**config.mk**
```make
export PLATFORM = sky130hd
export DESIGN_NAME = matmul_addr_gen_flat
export DESIGN_NICKNAME = d
export VERILOG_FILES = /design/src/rtl/matmul_addr_gen_pkg.sv /design/src/rtl/matmul_addr_gen_if.sv /design/src/rtl/matmul_addr_gen_wrap_counter.sv /design/src/rtl/matmul_addr_gen.sv /design/src/flat_wrapper.sv
export SDC_FILE = /design/constraint.sdc
export NUM_CORES = 1
export LEC_CHECK = 0
export ABC_CLOCK_PERIOD_IN_PS = 5250
export CAP_MARGIN = 40
export CORE_ASPECT_RATIO = 1.4
export CORE_MARGIN = 3
export CORE_UTILIZATION = 60
export DETAILED_ROUTE_END_ITERATION = 10
export DONT_BUFFER_PORTS = 1
export PLACE_DENSITY = 0.76
export RECOVER_POWER = 25
export SLEW_MARGIN = 20
export SYNTH_ARGS = -nofsm -noshare
export SYNTH_HDL_FRONTEND = slang
export SYNTH_HIERARCHICAL = 1
export SYNTH_SLANG_ARGS = --single-unit
```
**constraint.sdc**
```tcl
create_clock -name Clk -period 5.25 [get_ports Clk]
set_clock_uncertainty 0.15 [all_clocks]
set_input_delay 0.7875 -clock Clk [delete_from_list [all_inputs] [get_ports Clk]]
set_output_delay 0.7875 -clock Clk [all_outputs]
set_load 0.05 [all_outputs]
```
**src/rtl/matmul_addr_gen_pkg.sv**
```systemverilog
// Shared types and defaults for the matrix-multiply address generator.
package matmul_pkg;

    localparam int DEF_WIDTH = 8;
    localparam int DEF_DIM_W = 8;

    typedef enum logic [1:0] {
        IDLE = 2'd0,
        RUN  = 2'd1,
        DONE = 2'd2
    } state_t;

endpackage

```
**src/rtl/matmul_addr_gen_if.sv**
```systemverilog
// Control-unit <-> address-generator bus: job setup, stepping and address results.
interface matmul_addr_gen_if #(
    parameter int WIDTH = 8,
    parameter int DIM_W = 8
);
    logic             start;
    logic             step;
    logic [DIM_W-1:0] dimM;
    logic [DIM_W-1:0] dimK;
    logic [DIM_W-1:0] dimN;
    logic [WIDTH-1:0] baseA;
    logic [WIDTH-1:0] baseB;
    logic [WIDTH-1:0] baseC;
    logic             busy;
    logic [WIDTH-1:0] addrA;
    logic [WIDTH-1:0] addrB;
    logic [WIDTH-1:0] addrC;
    logic             lastK;
    logic             done;
    logic             cfgErr;

    // Control unit side
    modport master (
        output start, step, dimM, dimK, dimN, baseA, baseB, baseC,
        input  busy, addrA, addrB, addrC, lastK, done, cfgErr
    );

    // Address generator side
    modport slave (
        input  start, step, dimM, dimK, dimN, baseA, baseB, baseC,
        output busy, addrA, addrB, addrC, lastK, done, cfgErr
    );
endinterface

```
**src/rtl/matmul_addr_gen_wrap_counter.sv**
```systemverilog
// Loop index counter: counts 0..limit and wraps to 0 when enabled at limit.
module wrap_counter #(
    parameter int WIDTH = 8
) (
    input  logic             clk,
    input  logic             rst,
    input  logic             clr,
    input  logic             en,
    input  logic [WIDTH-1:0] limit,
    output logic [WIDTH-1:0] cnt,
    output logic             atLimit
);

    assign atLimit = (cnt == limit);

    // Index register; clear wins over enable so a new job always starts at 0.
    always_ff @(posedge clk) begin
        if (rst)
            cnt <= '0;
        else if (clr)
            cnt <= '0;
        else if (en)
            cnt <= atLimit ? '0 : cnt + WIDTH'(1);
    end

endmodule

```
**src/rtl/matmul_addr_gen.sv**
```systemverilog
// Triple-loop (i, j, k) address sequencer for C = A x B, all row-major.
// k is innermost; addresses are updated incrementally without multipliers.
module matmul_addr_gen
    import matmul_pkg::*;
#(
    parameter int WIDTH = DEF_WIDTH,
    parameter int DIM_W = DEF_DIM_W
) (
    input  logic               Clk,
    input  logic               Rst,
    matmul_addr_gen_if.slave   bus
);

    state_t           state, state_nxt;
    logic             accept, reject;
    logic             k_en, j_en, i_en;
    logic             k_at, j_at, i_at;
    logic [DIM_W-1:0] k_idx, j_idx, i_idx;
    logic [DIM_W-1:0] dim_m, dim_k, dim_n;
    logic [DIM_W-1:0] lim_m, lim_k, lim_n;
    logic [WIDTH-1:0] base_a, base_b, base_c;
    logic [WIDTH-1:0] row_a, row_nxt;
    logic [WIDTH-1:0] k_w, n_w;
    logic [WIDTH-1:0] addr_a, addr_b, addr_c;
    logic             cfg_err;
    logic             unused_i;

    assign lim_m = dim_m - DIM_W'(1);
    assign lim_k = dim_k - DIM_W'(1);
    assign lim_n = dim_n - DIM_W'(1);
    assign k_w   = WIDTH'(dim_k);
    assign n_w   = WIDTH'(dim_n);
    assign row_nxt = row_a + k_w;

    // Loop nesting: a level advances only when every inner level wraps.
    assign j_en = k_en & k_at;
    assign i_en = j_en & j_at;

    // The i index itself is never needed; only its wrap flag matters.
    assign unused_i = ^i_idx;

    wrap_counter #(.WIDTH(DIM_W)) u_k (
        .clk(Clk), .rst(Rst), .clr(accept), .en(k_en),
        .limit(lim_k), .cnt(k_idx), .atLimit(k_at)
    );
    wrap_counter #(.WIDTH(DIM_W)) u_j (
        .clk(Clk), .rst(Rst), .clr(accept), .en(j_en),
        .limit(lim_n), .cnt(j_idx), .atLimit(j_at)
    );
    wrap_counter #(.WIDTH(DIM_W)) u_i (
        .clk(Clk), .rst(Rst), .clr(accept), .en(i_en),
        .limit(lim_m), .cnt(i_idx), .atLimit(i_at)
    );

    // State register.
    always_ff @(posedge Clk) begin
        if (Rst)
            state <= IDLE;
        else
            state <= state_nxt;
    end

    // Next state plus job accept/reject and step qualification.
    always_comb begin
        state_nxt = state;
        accept    = 1'b0;
        reject    = 1'b0;
        k_en      = 1'b0;
        case (state)
            IDLE: begin
                if (bus.start) begin
                    if (bus.dimM == '0 || bus.dimK == '0 || bus.dimN == '0) begin
                        reject = 1'b1;
                    end else begin
                        accept    = 1'b1;
                        state_nxt = RUN;
                    end
                end
            end
            RUN: begin
                k_en = bus.step;
                if (i_en && i_at)
                    state_nxt = DONE;
            end
            DONE:    state_nxt = IDLE;
            default: state_nxt = IDLE;
        endcase
    end

    // Job configuration latched on an accepted start; cfgErr pulses on reject.
    always_ff @(posedge Clk) begin
        if (Rst) begin
            dim_m   <= '0;
            dim_k   <= '0;
            dim_n   <= '0;
            base_a  <= '0;
            base_b  <= '0;
            base_c  <= '0;
            cfg_err <= 1'b0;
        end else begin
            cfg_err <= reject;
            if (accept) begin
                dim_m  <= bus.dimM;
                dim_k  <= bus.dimK;
                dim_n  <= bus.dimN;
                base_a <= bus.baseA;
                base_b <= bus.baseB;
                base_c <= bus.baseC;
            end
        end
    end

    // Address walk. The final term leaves addresses untouched so they hold
    // through DONE and IDLE.
    always_ff @(posedge Clk) begin
        if (Rst) begin
            row_a  <= '0;
            addr_a <= '0;
            addr_b <= '0;
            addr_c <= '0;
        end else if (accept) begin
            row_a  <= '0;
            addr_a <= bus.baseA;
            addr_b <= bus.baseB;
            addr_c <= bus.baseC;
        end else if (k_en) begin
            if (!k_at) begin
                addr_a <= addr_a + WIDTH'(1);
                addr_b <= addr_b + n_w;
            end else if (!j_at) begin
                addr_a <= base_a + row_a;
                addr_b <= base_b + WIDTH'(j_idx) + WIDTH'(1);
                addr_c <= addr_c + WIDTH'(1);
            end else if (!i_at) begin
                row_a  <= row_nxt;
                addr_a <= base_a + row_nxt;
                addr_b <= base_b;
                addr_c <= addr_c + WIDTH'(1);
            end
        end
    end

    assign bus.busy   = (state == RUN);
    assign bus.done   = (state == DONE);
    assign bus.lastK  = (state == RUN) && (k_idx == lim_k);
    assign bus.cfgErr = cfg_err;
    assign bus.addrA  = addr_a;
    assign bus.addrB  = addr_b;
    assign bus.addrC  = addr_c;

endmodule
```
**src/flat_wrapper.sv**
```systemverilog
// flat-port wrapper written by rule: the top's interface ports become plain ports
module matmul_addr_gen_flat import matmul_pkg::*;
#(
    parameter int WIDTH = DEF_WIDTH,
    parameter int DIM_W = DEF_DIM_W
)
  (Clk, Rst, bus_start, bus_step, bus_dimM, bus_dimK, bus_dimN, bus_baseA, bus_baseB, bus_baseC, bus_busy, bus_addrA, bus_addrB, bus_addrC, bus_lastK, bus_done, bus_cfgErr);
  matmul_addr_gen_if #(.WIDTH(WIDTH), .DIM_W(DIM_W)) bus_i ();
  input  logic Clk;
  input  logic Rst;
  input wire logic [$bits(bus_i.start)-1:0] bus_start;
  input wire logic [$bits(bus_i.step)-1:0] bus_step;
  input wire logic [$bits(bus_i.dimM)-1:0] bus_dimM;
  input wire logic [$bits(bus_i.dimK)-1:0] bus_dimK;
  input wire logic [$bits(bus_i.dimN)-1:0] bus_dimN;
  input wire logic [$bits(bus_i.baseA)-1:0] bus_baseA;
  input wire logic [$bits(bus_i.baseB)-1:0] bus_baseB;
  input wire logic [$bits(bus_i.baseC)-1:0] bus_baseC;
  output wire logic [$bits(bus_i.busy)-1:0] bus_busy;
  output wire logic [$bits(bus_i.addrA)-1:0] bus_addrA;
  output wire logic [$bits(bus_i.addrB)-1:0] bus_addrB;
  output wire logic [$bits(bus_i.addrC)-1:0] bus_addrC;
  output wire logic [$bits(bus_i.lastK)-1:0] bus_lastK;
  output wire logic [$bits(bus_i.done)-1:0] bus_done;
  output wire logic [$bits(bus_i.cfgErr)-1:0] bus_cfgErr;
  assign bus_i.start = bus_start;
  assign bus_i.step = bus_step;
  assign bus_i.dimM = bus_dimM;
  assign bus_i.dimK = bus_dimK;
  assign bus_i.dimN = bus_dimN;
  assign bus_i.baseA = bus_baseA;
  assign bus_i.baseB = bus_baseB;
  assign bus_i.baseC = bus_baseC;
  assign bus_busy = bus_i.busy;
  assign bus_addrA = bus_i.addrA;
  assign bus_addrB = bus_i.addrB;
  assign bus_addrC = bus_i.addrC;
  assign bus_lastK = bus_i.lastK;
  assign bus_done = bus_i.done;
  assign bus_cfgErr = bus_i.cfgErr;
  matmul_addr_gen #(.WIDTH(WIDTH), .DIM_W(DIM_W)) u_core (.Clk(Clk), .Rst(Rst), .bus(bus_i));
endmodule
```
==> results.json, run 1 <==
{
  "async_reset_ff_share_pct": 0,
  "p_leak_uw": 0.002484,
  "r2r_start": "u_core/dim_n[2]$_SDFFE_PP0P_",
  "rows": 43,
  "worstSetupStartpoint": "u_core/dim_n[2]$_SDFFE_PP0P_",
  "ys_ff_latch": 99,
  "syn-cell-area_um2": 6295,
  "layout_commonest_cell": "nand2_1",
  "die_y_um": 127.2,
  "finalHoldViolCount": 0,
  "p_per_area_nw_per_um2": 273.1,
  "ys_seq_area_share_pct": 31.48,
  "grt_pass1_wl_um": 25740,
  "synth_edf_count": 0,
  "ctsHoldBuffers": 0,
  "start_util_pct": 62.57,
  "yosysTopAreaCellShare_pct": 31.48,
  "peakVddDrop_uv": 195.1,
  "worstSetupStartpointType": "flip-flop",
  "min-delay-start": "u_core/base_b[0]$_SDFFE_PP0P_",
  "synthesis.nets": 875,
  "num_io_pins": 80,
  "post_cts_resized": 0,
  "critical_path.max_fanout": 18,
  "cts_setup_buffers": 0,
  "drt.antenna.violating_nets": 0,
  "hold_class": "flip-flop to flip-flop",
  "diodes": 0,
  "drv_slew": 0,
  "vias": 5442,
  "grt_usage_pct": 27.09,
  "synth_area_leader_cell": "dfxtp_1",
  "synth_top_cells_by_area": "dfxtp_1 31%, xnor2_1 8.6%, nand2_1 7.6%",
  "maxCapViolCount": 0,
  "outcome": "complete, no violations",
  "dr.pass1.iters": 5,
  "ys.flop_type": "dfxtp_1",
  "fin_nets": 862,
  "final.setup.tns_ns": 0,
  "multi_input_area_um2": 4019,
  "yosysWarningCount": 6,
  "coreArea_um2": 10060,
  "slew_headroom_pct": 2.253,
  "wl_per_cell_um": 17.77,
  "wl_um": 16160,
  "tightest_slew_ns": 1.466,
  "hpwlAfterDp_um": 11760,
  "portBuffers": 0,
  "antenna_found_initial": 0,
  "setup_viol": 0,
  "dieArea_um2": 11770,
  "critPathKind": "flip-flop to flip-flop",
  "fillers": 882,
  "route.detailed.drc": 0,
  "area_growth_pct": 4.850,
  "clk_pin_slew_ns": 0.07,
  "syn_inst": 782,
  "fin_util_pct": 65.60,
  "layout_common_cells": "127 x nand2_1, 99 x dfxtp_1, 80 x a21oi_1",
  "cts.sinks": 99,
  "rsz0062_at_grt": "no",
  "clock_insertion_delay_worst_skew_ns": 0.35,
  "critical_path_required_ns": 5.31,
  "fp.dieW_um": 92.57,
  "cts_made_buffers": 9,
  "period_share_pct": 85.68,
  "cts_root_buffer": "clkbuf_16",
  "vias_per_cell": 5.987,
  "drt_iter0_markers": 334,
  "cts_tree": "yes",
  "arrival_ns": 4.55,
  "final.min_clock_period_ns": 4.498,
  "grt_max_degree": 74,
  "cp-end-kind": "flip-flop",
  "cts_max_path_buffers": 2,
  "htree_levels": 3,
  "timing.fmax_mhz": 222.3,
  "grt_pass1_vias": 5465,
  "avgSynthCellArea_um2": 8.050,
  "drive_above_1_share_pct": 5.685,
  "seqCellArea_um2": 1982,
  "ys_types": 59,
  "gp_congestion": 0.9117,
  "grt.overflow.total": 0
}
-- per-layer routing --
layer / up-vias / global-route usage [%] / share of wire, %
met2: 152 / 49.19 / 52
met4: 0 / 13.30 / 3.1
li1: 2676 / - / -
met3: 32 / 4.417 / 5.1
met1: 2582 / 30.35 / 40
met5: - / 0 / 0
-- final timing paths --
path / end / slack, ns / depth (start not counted)
setup / recovery: u_core/bus.addrA[6]$_SDFFE_PP0P_ / 0.75 / 16
hold / removal: u_core/base_b[0]$_SDFFE_PP0P_ / 0.31 / 2
setup reg to reg: u_core/bus.addrA[6]$_SDFFE_PP0P_ / 0.75 / 16
hold reg to reg: u_core/base_b[0]$_SDFFE_PP0P_ / 0.31 / 2
-- registers in the layout (all words and copies together), names as in the netlist, 8 cells and up --
name and count:
u_core/u_k/cnt 8, u_core/u_j/cnt 8, u_core/bus.addrA 8, u_core/base_b 8, u_core/dim_k 8, u_core/row_a 8, u_core/u_i/cnt 8, u_core/bus.addrC 8
u_core/bus.addrB 8, u_core/base_a 8, u_core/dim_n 8, u_core/dim_m 8
-- kinds of logic (layout without fill, tap and decap cells) --
kind of cell	Yosys count	in the layout	share of synthesized area, %
AOI/OAI and AO/OA	159	159	16.22
buffers and inverters	61	53	4.631
DFF	99	99	31.48
muxes	18	18	3.002
xor gates and xnor gates	102	102	14.19
and+or+nand+nor	302	302	21.85
adders and majority gates	41	41	8.627
-- layout make-up --
class / instances / share of cell area (%)
clock buffer: 12 / 3.735
clock inverter: 4 / 0.3981
inverter: 30 / 1.706
multi-input combinational: 622 / 60.89
sequential: 99 / 30.03
tap: 135 / 2.559
timing repair buffer: 7 / 0.6825
-- where the power goes --
part / leakage, uW / total, uW / internal [uW] / switching, uW
Sequential: 0.000809 / 894 / 788 / 106
Clock: 0.000133 / 620 / 334 / 286
Combinational: 0.00154 / 289 / 126 / 163
-- per-stage QoR --
stage / power, uW / area (um2) / hold WS (ns) / setup slack (ns) / cells
floorplan: 1146 / 6295 / 0.2863 / 0.8046 / 782
global placement: 1184 / 6329 / 0.2896 / 0.9092 / 891
detailed placement: 1198 / 6341 / 0.3029 / 0.7894 / 892
CTS: 1807 / 6614 / 0.3121 / 0.7631 / 908
global route: 1874 / 6600 / 0.3345 / 0.4438 / 909
finish: 1802 / 6600 / 0.3094 / 0.7518 / 909
-- worst max-delay path, cell delays in order (launching register included) --
cell      delay [ns]
dfxtp_1         0.36
or4_1           0.55
nor4_1          0.24
xor2_1          0.20
xnor2_1         0.14
nand4_1         0.17
nor2_1          0.31
buf_4           0.30
mux2_2          0.37
ha_1            0.22
fa_1            0.41
a21o_1          0.18
a21oi_1         0.22
o21bai_1        0.10
a21oi_1         0.19
xor2_1          0.16
a21oi_1         0.08
-- synth_stat cells (10+ instances only) --
cell / instances
nand4_1: 17
nor3_1: 21
a211oi_1: 10
dfxtp_1: 99
o21ai_0: 16
nor2_1: 73
a21oi_1: 80
nand2_1: 127
inv_1: 28
ha_1: 37
nand3_1: 19
xor2_1: 40
mux2i_1: 11
xnor2_1: 62
clkbuf_1: 15
(Power assumes the default switching activity.)
==> run 2, diff against run 1 <==
- ABC_AREA: default -> 1
==> run 2 against run 1 <==
Against the previous run:
- worst hold slack improved by 0.012 ns
- die area is 3.0% higher
- power grew 8.3%
- combinational power up 16%
- clock power increased by 16%
- synthesized cell count up 19%
- first-iteration DRC count shrank 2.7%
- critical endpoint unchanged
- largest cell class unchanged
- largest power group unchanged
==> results.json, run 2 <==
{
  "outcome": "complete, no violations",
  "yosys.area_share.simple_pct": 28.06,
  "cpMaxStageDelayCell": "fa_1",
  "fin_area_um2": 6867,
  "grt_usage_pct": 27.46,
  "reg2reg_slack_ns": 1.14,
  "antenna_found_initial": 0,
  "ys_seq_area_share_pct": 30.51,
  "finalHoldViolCount": 0,
  "final.min_clock_period_ns": 4.106,
  "grt.overflow.total": 0,
  "tightest_slew_ns": 1.345,
  "rsz0062_at_grt": "no",
  "reg2reg_depth": 22,
  "hold_class": "flip-flop to flip-flop",
  "clk_pin_slew_ns": 0.07,
  "fp.dieW_um": 93.94,
  "route.detailed.drc": 0,
  "drv_slew": 0,
  "arrival_ns": 4.23,
  "holdPathStages": 2,
  "synth_top_cells_by_count": "194 x nand2_1, 128 x inv_1, 99 x dfxtp_1",
  "ctsHoldBuffers": 0,
  "die_y_um": 129.1,
  "cts_root_buffer": "clkbuf_16",
  "r2r_start": "u_core/dim_n[0]$_SDFFE_PP0P_",
  "worstPathCellList": "inv_1 > ha_1 > nand2_1 > nor3_1 > xor2_1 > xnor2_1 > nand2_1 > nor4_2 > buf_4 > inv_1 > nand2_1 > nand2_1 > ha_1 > fa_1 > inv_1 > nor2_1 > o21ai_0 > nand2_1 > a21oi_1 > xnor2_1 > nand2_1 > a21oi_1",
  "timing.fmax_mhz": 243.5,
  "cts_made_buffers": 9,
  "cp_common_cell": "nand2_1",
  "htree_levels": 3,
  "drive_above_1_share_pct": 6.176,
  "synth.area.mux_share_pct": 0.4622,
  "final.setup.tns_ns": 0,
  "cp-end-kind": "flip-flop",
  "dpl-instance-area_um2": 6554,
  "slew_headroom_pct": 10.06,
  "min-delay-start": "u_core/base_a[2]$_SDFFE_PP0P_",
  "wl_um": 16340,
  "finalPower_uw": 1953,
  "cts.sinks": 99,
  "synth_compound_area_share_pct": 13.02,
  "avgSynthCellArea_um2": 7.000,
  "synth_xor_area_share_pct": 9.168,
  "post_cts_resized": 0,
  "syn_inst": 928,
  "diodes": 0,
  "synth_top_family_by_area": "simple AND/OR/NAND/NOR gates",
  "critical_path.max_fanout": 21,
  "period_share_pct": 78.21,
  "yosysWarningCount": 6,
  "drt_iter0_markers": 325,
  "layout_common_cells": "194 x nand2_1, 128 x inv_1, 99 x dfxtp_1",
  "ys_types": 50,
  "fin_nets": 1011,
  "cts_tree": "yes",
  "fin_util_pct": 65.65,
  "peakVddDrop_uv": 201.4,
  "setup_viol": 0,
  "gp_congestion": 0.9238,
  "wl_per_cell_um": 15.40,
  "dr.pass1.iters": 5,
  "synth_fa_ha_area_share_pct": 8.359,
  "vias_per_cell": 5.660,
  "dieArea_um2": 12130,
  "critical_path_required_ns": 5.37,
  "critPathMaxStageDelay_ns": 0.41,
  "synthMostInstantiatedCell": "nand2_1",
  "grt_pass1_vias": 5844,
  "clock_insertion_delay_worst_skew_ns": 0.34,
  "area_growth_pct": 5.701,
  "synth_area_leader_cell": "dfxtp_1",
  "seqCellArea_um2": 1982,
  "synth_top_cells_by_area": "dfxtp_1 31%, nand2_1 11%, inv_1 7.4%",
  "grt_max_degree": 40,
  "p_per_area_nw_per_um2": 284.4,
  "ys_ff_latch": 99,
  "yosysTopAreaCellShare_pct": 30.51,
  "synthesis.nets": 1021,
  "cts_setup_buffers": 0,
  "syn-cell-area_um2": 6496,
  "num_io_pins": 80,
  "worstSetupStartpointType": "flip-flop",
  "drt.antenna.violating_nets": 0,
  "coreArea_um2": 10460,
  "critPathKind": "flip-flop to flip-flop",
  "ys.flop_type": "dfxtp_1",
  "hpwlAfterDp_um": 12350,
  "vias": 6005,
  "whs_ns": 0.3215,
  "rows": 44,
  "reg2reg_to": "u_core/bus.addrA[6]$_SDFFE_PP0P_",
  "p_leak_uw": 0.003153,
  "fillers": 972,
  "multi_input_area_um2": 3834,
  "portBuffers": 0,
  "start_util_pct": 62.11,
  "maxCapViolCount": 0,
  "synth_edf_count": 0,
  "hold_path_end": "u_core/base_a[2]$_SDFFE_PP0P_",
  "layout_commonest_cell": "nand2_1",
  "async_reset_ff_share_pct": 0,
  "grt_pass1_wl_um": 26520,
  "cts_max_path_buffers": 2
}
-- run 2: cell types whose count changed after synthesis, sizes merged, moves of 8 or more --
cell | previous run | this run
inv | 29 | 132
nand2 | 128 | 201
o21ai | 21 | 66
nand3 | 19 | 59
xnor2 | 62 | 26
a21oi | 80 | 55
nor2 | 73 | 90
clkbuf | 18 | 8
a211oi | 11 | 3
mux2i | 11 | 3
-- run 2: worst max-delay path: cells and delay by family, from the launching register on --
kind / cells / cell delay, ns
compound gates: 3 / 0.49
xor+xnor: 3 / 0.52
fa+ha+maj: 3 / 0.83
flops: 1 / 0.32
simple gates: 9 / 0.96
buf+inv: 4 / 0.76
-- run 2: cells by family (layout without fill, tap and decap cells) --
| kind of cell | count (synthesis) | count (layout) |
|---|---|---|
| fa+ha+maj | 41 | 41 |
| simple gates | 404 | 404 |
| flops | 99 | 99 |
| mux | 3 | 3 |
| buf+inv | 161 | 156 |
| compound gates | 152 | 152 |
| xor+xnor | 68 | 68 |
-- run 2: routing by layer --
metal  global-route usage (%)  vias to the layer above  wire (um)  share of wire, %
met5                        0                        -          0                 0
met3                    6.794                       45       1188               7.3
li1                         -                     2980          -                 -
met2                    47.64                      198       7923                49
met1                    31.48                     2782       6690                41
met4                    12.93                        0        533               3.3
-- run 2: worst max path at each step --
stage	startpoint	end	cells past startpoint
4_1_cts	u_core/dim_n[0]$_SDFFE_PP0P_	u_core/bus.addrA[6]$_SDFFE_PP0P_	22
3_5_place_dp	u_core/dim_n[0]$_SDFFE_PP0P_	u_core/bus.addrA[6]$_SDFFE_PP0P_	22
2_1_floorplan	u_core/dim_n[0]$_SDFFE_PP0P_	u_core/bus.addrA[6]$_SDFFE_PP0P_	23
6_report	u_core/dim_n[0]$_SDFFE_PP0P_	u_core/bus.addrA[6]$_SDFFE_PP0P_	22
3_3_place_gp	u_core/dim_n[0]$_SDFFE_PP0P_	u_core/bus.addrA[6]$_SDFFE_PP0P_	22
5_1_grt	u_core/dim_n[0]$_SDFFE_PP0P_	u_core/bus.addrA[6]$_SDFFE_PP0P_	22
-- run 2: where the power goes --
part,total [uW],switching (uW),internal [uW]
clock network,722,279,443
registers,896,104,792
logic,335,212,123
-- run 2: final cells by class --
type                       instances  area share [%]
tap                              138           2.515
clock buffer                      12           3.735
timing repair buffer               6          0.6560
multi-input combinational        668           55.83
inverter                         134           7.343
clock inverter                     4           1.057
sequential                        99           28.86
-- run 2: through the flow --
step | instances | worst slack [ns]
after detailed placement | 1045 | 1.218
after global routing | 1061 | 0.7534
after global placement | 1044 | 1.472
after floorplan | 928 | 1.544
final | 1061 | 1.144
after CTS | 1061 | 1.200
==> run 3, diff against run 2 <==
- ABC_CLOCK_PERIOD_IN_PS: 5250 -> 4200
- clock period: 5.25 -> 4.2 ns (I/O delays scaled with it)
==> run 3 against run 2 <==
Against the previous run:
- cell area fell by 0.20%
- worst hold slack worse by 0.13 ns
- cell count rose by 0.19%
- power up 21%
- via count shrank 0.30%
- flip-flop and latch count is the same
- routed wire length down 1.3%
- register-to-register slack worse by 0.65 ns
- critical path depth is 1 lower
- clock power grew 15%
- die area stayed put
- critical path type unchanged
- largest power group unchanged
==> results.json, run 3 (synthesis results as in run 2) <==
{
  "final.setup.tns_ns": 0,
  "finalHoldViolCount": 0,
  "fin_area_um2": 6853,
  "layout_commonest_cell": "nand2_1",
  "drive_above_1_share_pct": 6.270,
  "start_util_pct": 62.11,
  "fp.dieW_um": 93.94,
  "whs_ns": 0.1927,
  "grt_pass1_wl_um": 26500,
  "dr.pass1.iters": 5,
  "p_leak_uw": 0.003148,
  "grt_max_degree": 40,
  "peakVddDrop_uv": 278.5,
  "layoutNonFillerInstCount": 1063,
  "worstSetupStartpointType": "flip-flop",
  "area_growth_pct": 5.489,
  "p_per_area_nw_per_um2": 345.4,
  "arrival_ns": 3.83,
  "drv_slew": 0,
  "drt.antenna.violating_nets": 0,
  "dpl-instance-area_um2": 6569,
  "maxCapViolCount": 0,
  "worstPathCellList": "inv_1 > ha_1 > nand2_1 > nor3_1 > xor2_1 > xnor2_1 > nand2_1 > nor4_2 > inv_2 > nand2_1 > nand2_1 > ha_1 > fa_1 > inv_1 > nor2_1 > o21ai_0 > nand2_1 > a21oi_1 > xnor2_1 > nand2_1 > a21oi_1",
  "gp_congestion": 0.9820,
  "critPathMaxStageDelay_ns": 0.40,
  "critical_path.max_fanout": 16,
  "dpl_worst_slack_ns": 0.4530,
  "coreArea_um2": 10460,
  "cts_tree": "yes",
  "route.detailed.drc": 0,
  "htree_levels": 3,
  "rsz0062_at_grt": "no",
  "wl_per_cell_um": 15.17,
  "setup_viol": 0,
  "grt_pass1_vias": 5823,
  "tightest_slew_ns": 1.078,
  "fin_nets": 1013,
  "vias": 5987,
  "cts_made_buffers": 9,
  "rows": 44,
  "layout_common_cells": "194 x nand2_1, 128 x inv_1, 99 x dfxtp_1",
  "clk_pin_slew_ns": 0.06,
  "dp.cells": 1047,
  "outcome": "complete, no violations",
  "timing.fmax_mhz": 270.0,
  "grt_usage_pct": 27.10,
  "die_y_um": 129.1,
  "cts_max_path_buffers": 2,
  "cpMaxStageDelayCell": "fa_1",
  "antenna_found_initial": 0,
  "clock_insertion_delay_worst_skew_ns": 0.35,
  "hpwlAfterDp_um": 12250,
  "cts_root_buffer": "clkbuf_16",
  "cp_common_cell": "nand2_1",
  "vias_per_cell": 5.632,
  "num_io_pins": 80,
  "portBuffers": 0,
  "critPathKind": "flip-flop to flip-flop",
  "slew_headroom_pct": 28.04,
  "final.min_clock_period_ns": 3.703,
  "dieArea_um2": 12130,
  "critical_path_required_ns": 4.33,
  "drt_iter0_markers": 398,
  "ctsHoldBuffers": 0,
  "grt.overflow.total": 0,
  "wl_um": 16120,
  "cts.sinks": 99,
  "period_share_pct": 88.18,
  "cp-end-kind": "flip-flop",
  "final.setup.worst_slack_ns": 0.4966,
  "hold_class": "input port to flip-flop",
  "diodes": 0
}
## run 3: cell count changes in the layout (fill, tap and decap cells not counted), sizes merged
cell      previous run  this run
buf                  6         8
clkbuf              12        14
bufinv               2         1
clkinvlp             1         0
## run 3: power by group
part           leakage [uW]  internal, uW  total [uW]  switching, uW
clock network      0.000141           479         831            352
registers          0.000810           990        1120            129
logic               0.00220           154         417            263
## run 3: final cells by class
type,count,area [um2]
Multi-Input combinational cell,668,3845
Fill cell,923,3607
Sequential cell,99,1982
Inverter,134,504.2
Clock buffer,14,254.0
Tap cell,138,172.7
Timing Repair Buffer,8,60.06
Clock inverter,2,35.03
## run 3: per-stage QoR
step | power [uW] | util (%)
CTS | 2377 | 65.56
floorplan | 1464 | -
finish | 2367 | 65.51
global route | 2474 | 65.51
detailed placement | 1547 | 62.80
global placement | 1532 | 62.80
## run 3: timing repair
item / in CTS / in global routing
buffers inserted: 0 / 0
hold endpoints to repair: 0 / 0
endpoints found under the setup margin: 0 / 1
gates resized for setup: 0 / 1
## run 3: layer usage
metal | GRT usage (%) | routed length [um]
met3 | 4.065 | 1014
met4 | 12.33 | 375
met5 | 0 | 0
met2 | 46.68 | 7980
met1 | 33.20 | 6751
## run 3: worst max-delay path: cells and delay by family, from the launching register on
family	cells	cell delay, ns
simple gates	9	0.96
fa+ha+maj	3	0.82
xor+xnor	3	0.50
compound gates	3	0.49
buf+inv	3	0.40
flops	1	0.32
## run 3: worst paths after layout
| path | start | end | slack [ns] | cells after the start |
|---|---|---|---|---|
| worst min register to register | u_core/base_a[6]$_SDFFE_PP0P_ | u_core/base_a[6]$_SDFFE_PP0P_ | 0.31 | 2 |
| worst max register to register | u_core/dim_n[0]$_SDFFE_PP0P_ | u_core/bus.addrA[6]$_SDFFE_PP0P_ | 0.50 | 21 |
| worst max-delay path | u_core/dim_n[0]$_SDFFE_PP0P_ | u_core/bus.addrA[6]$_SDFFE_PP0P_ | 0.50 | 21 |
| worst min-delay path | Rst | u_core/state[0]$_SDFFE_PP0P_ | 0.19 | 1 |
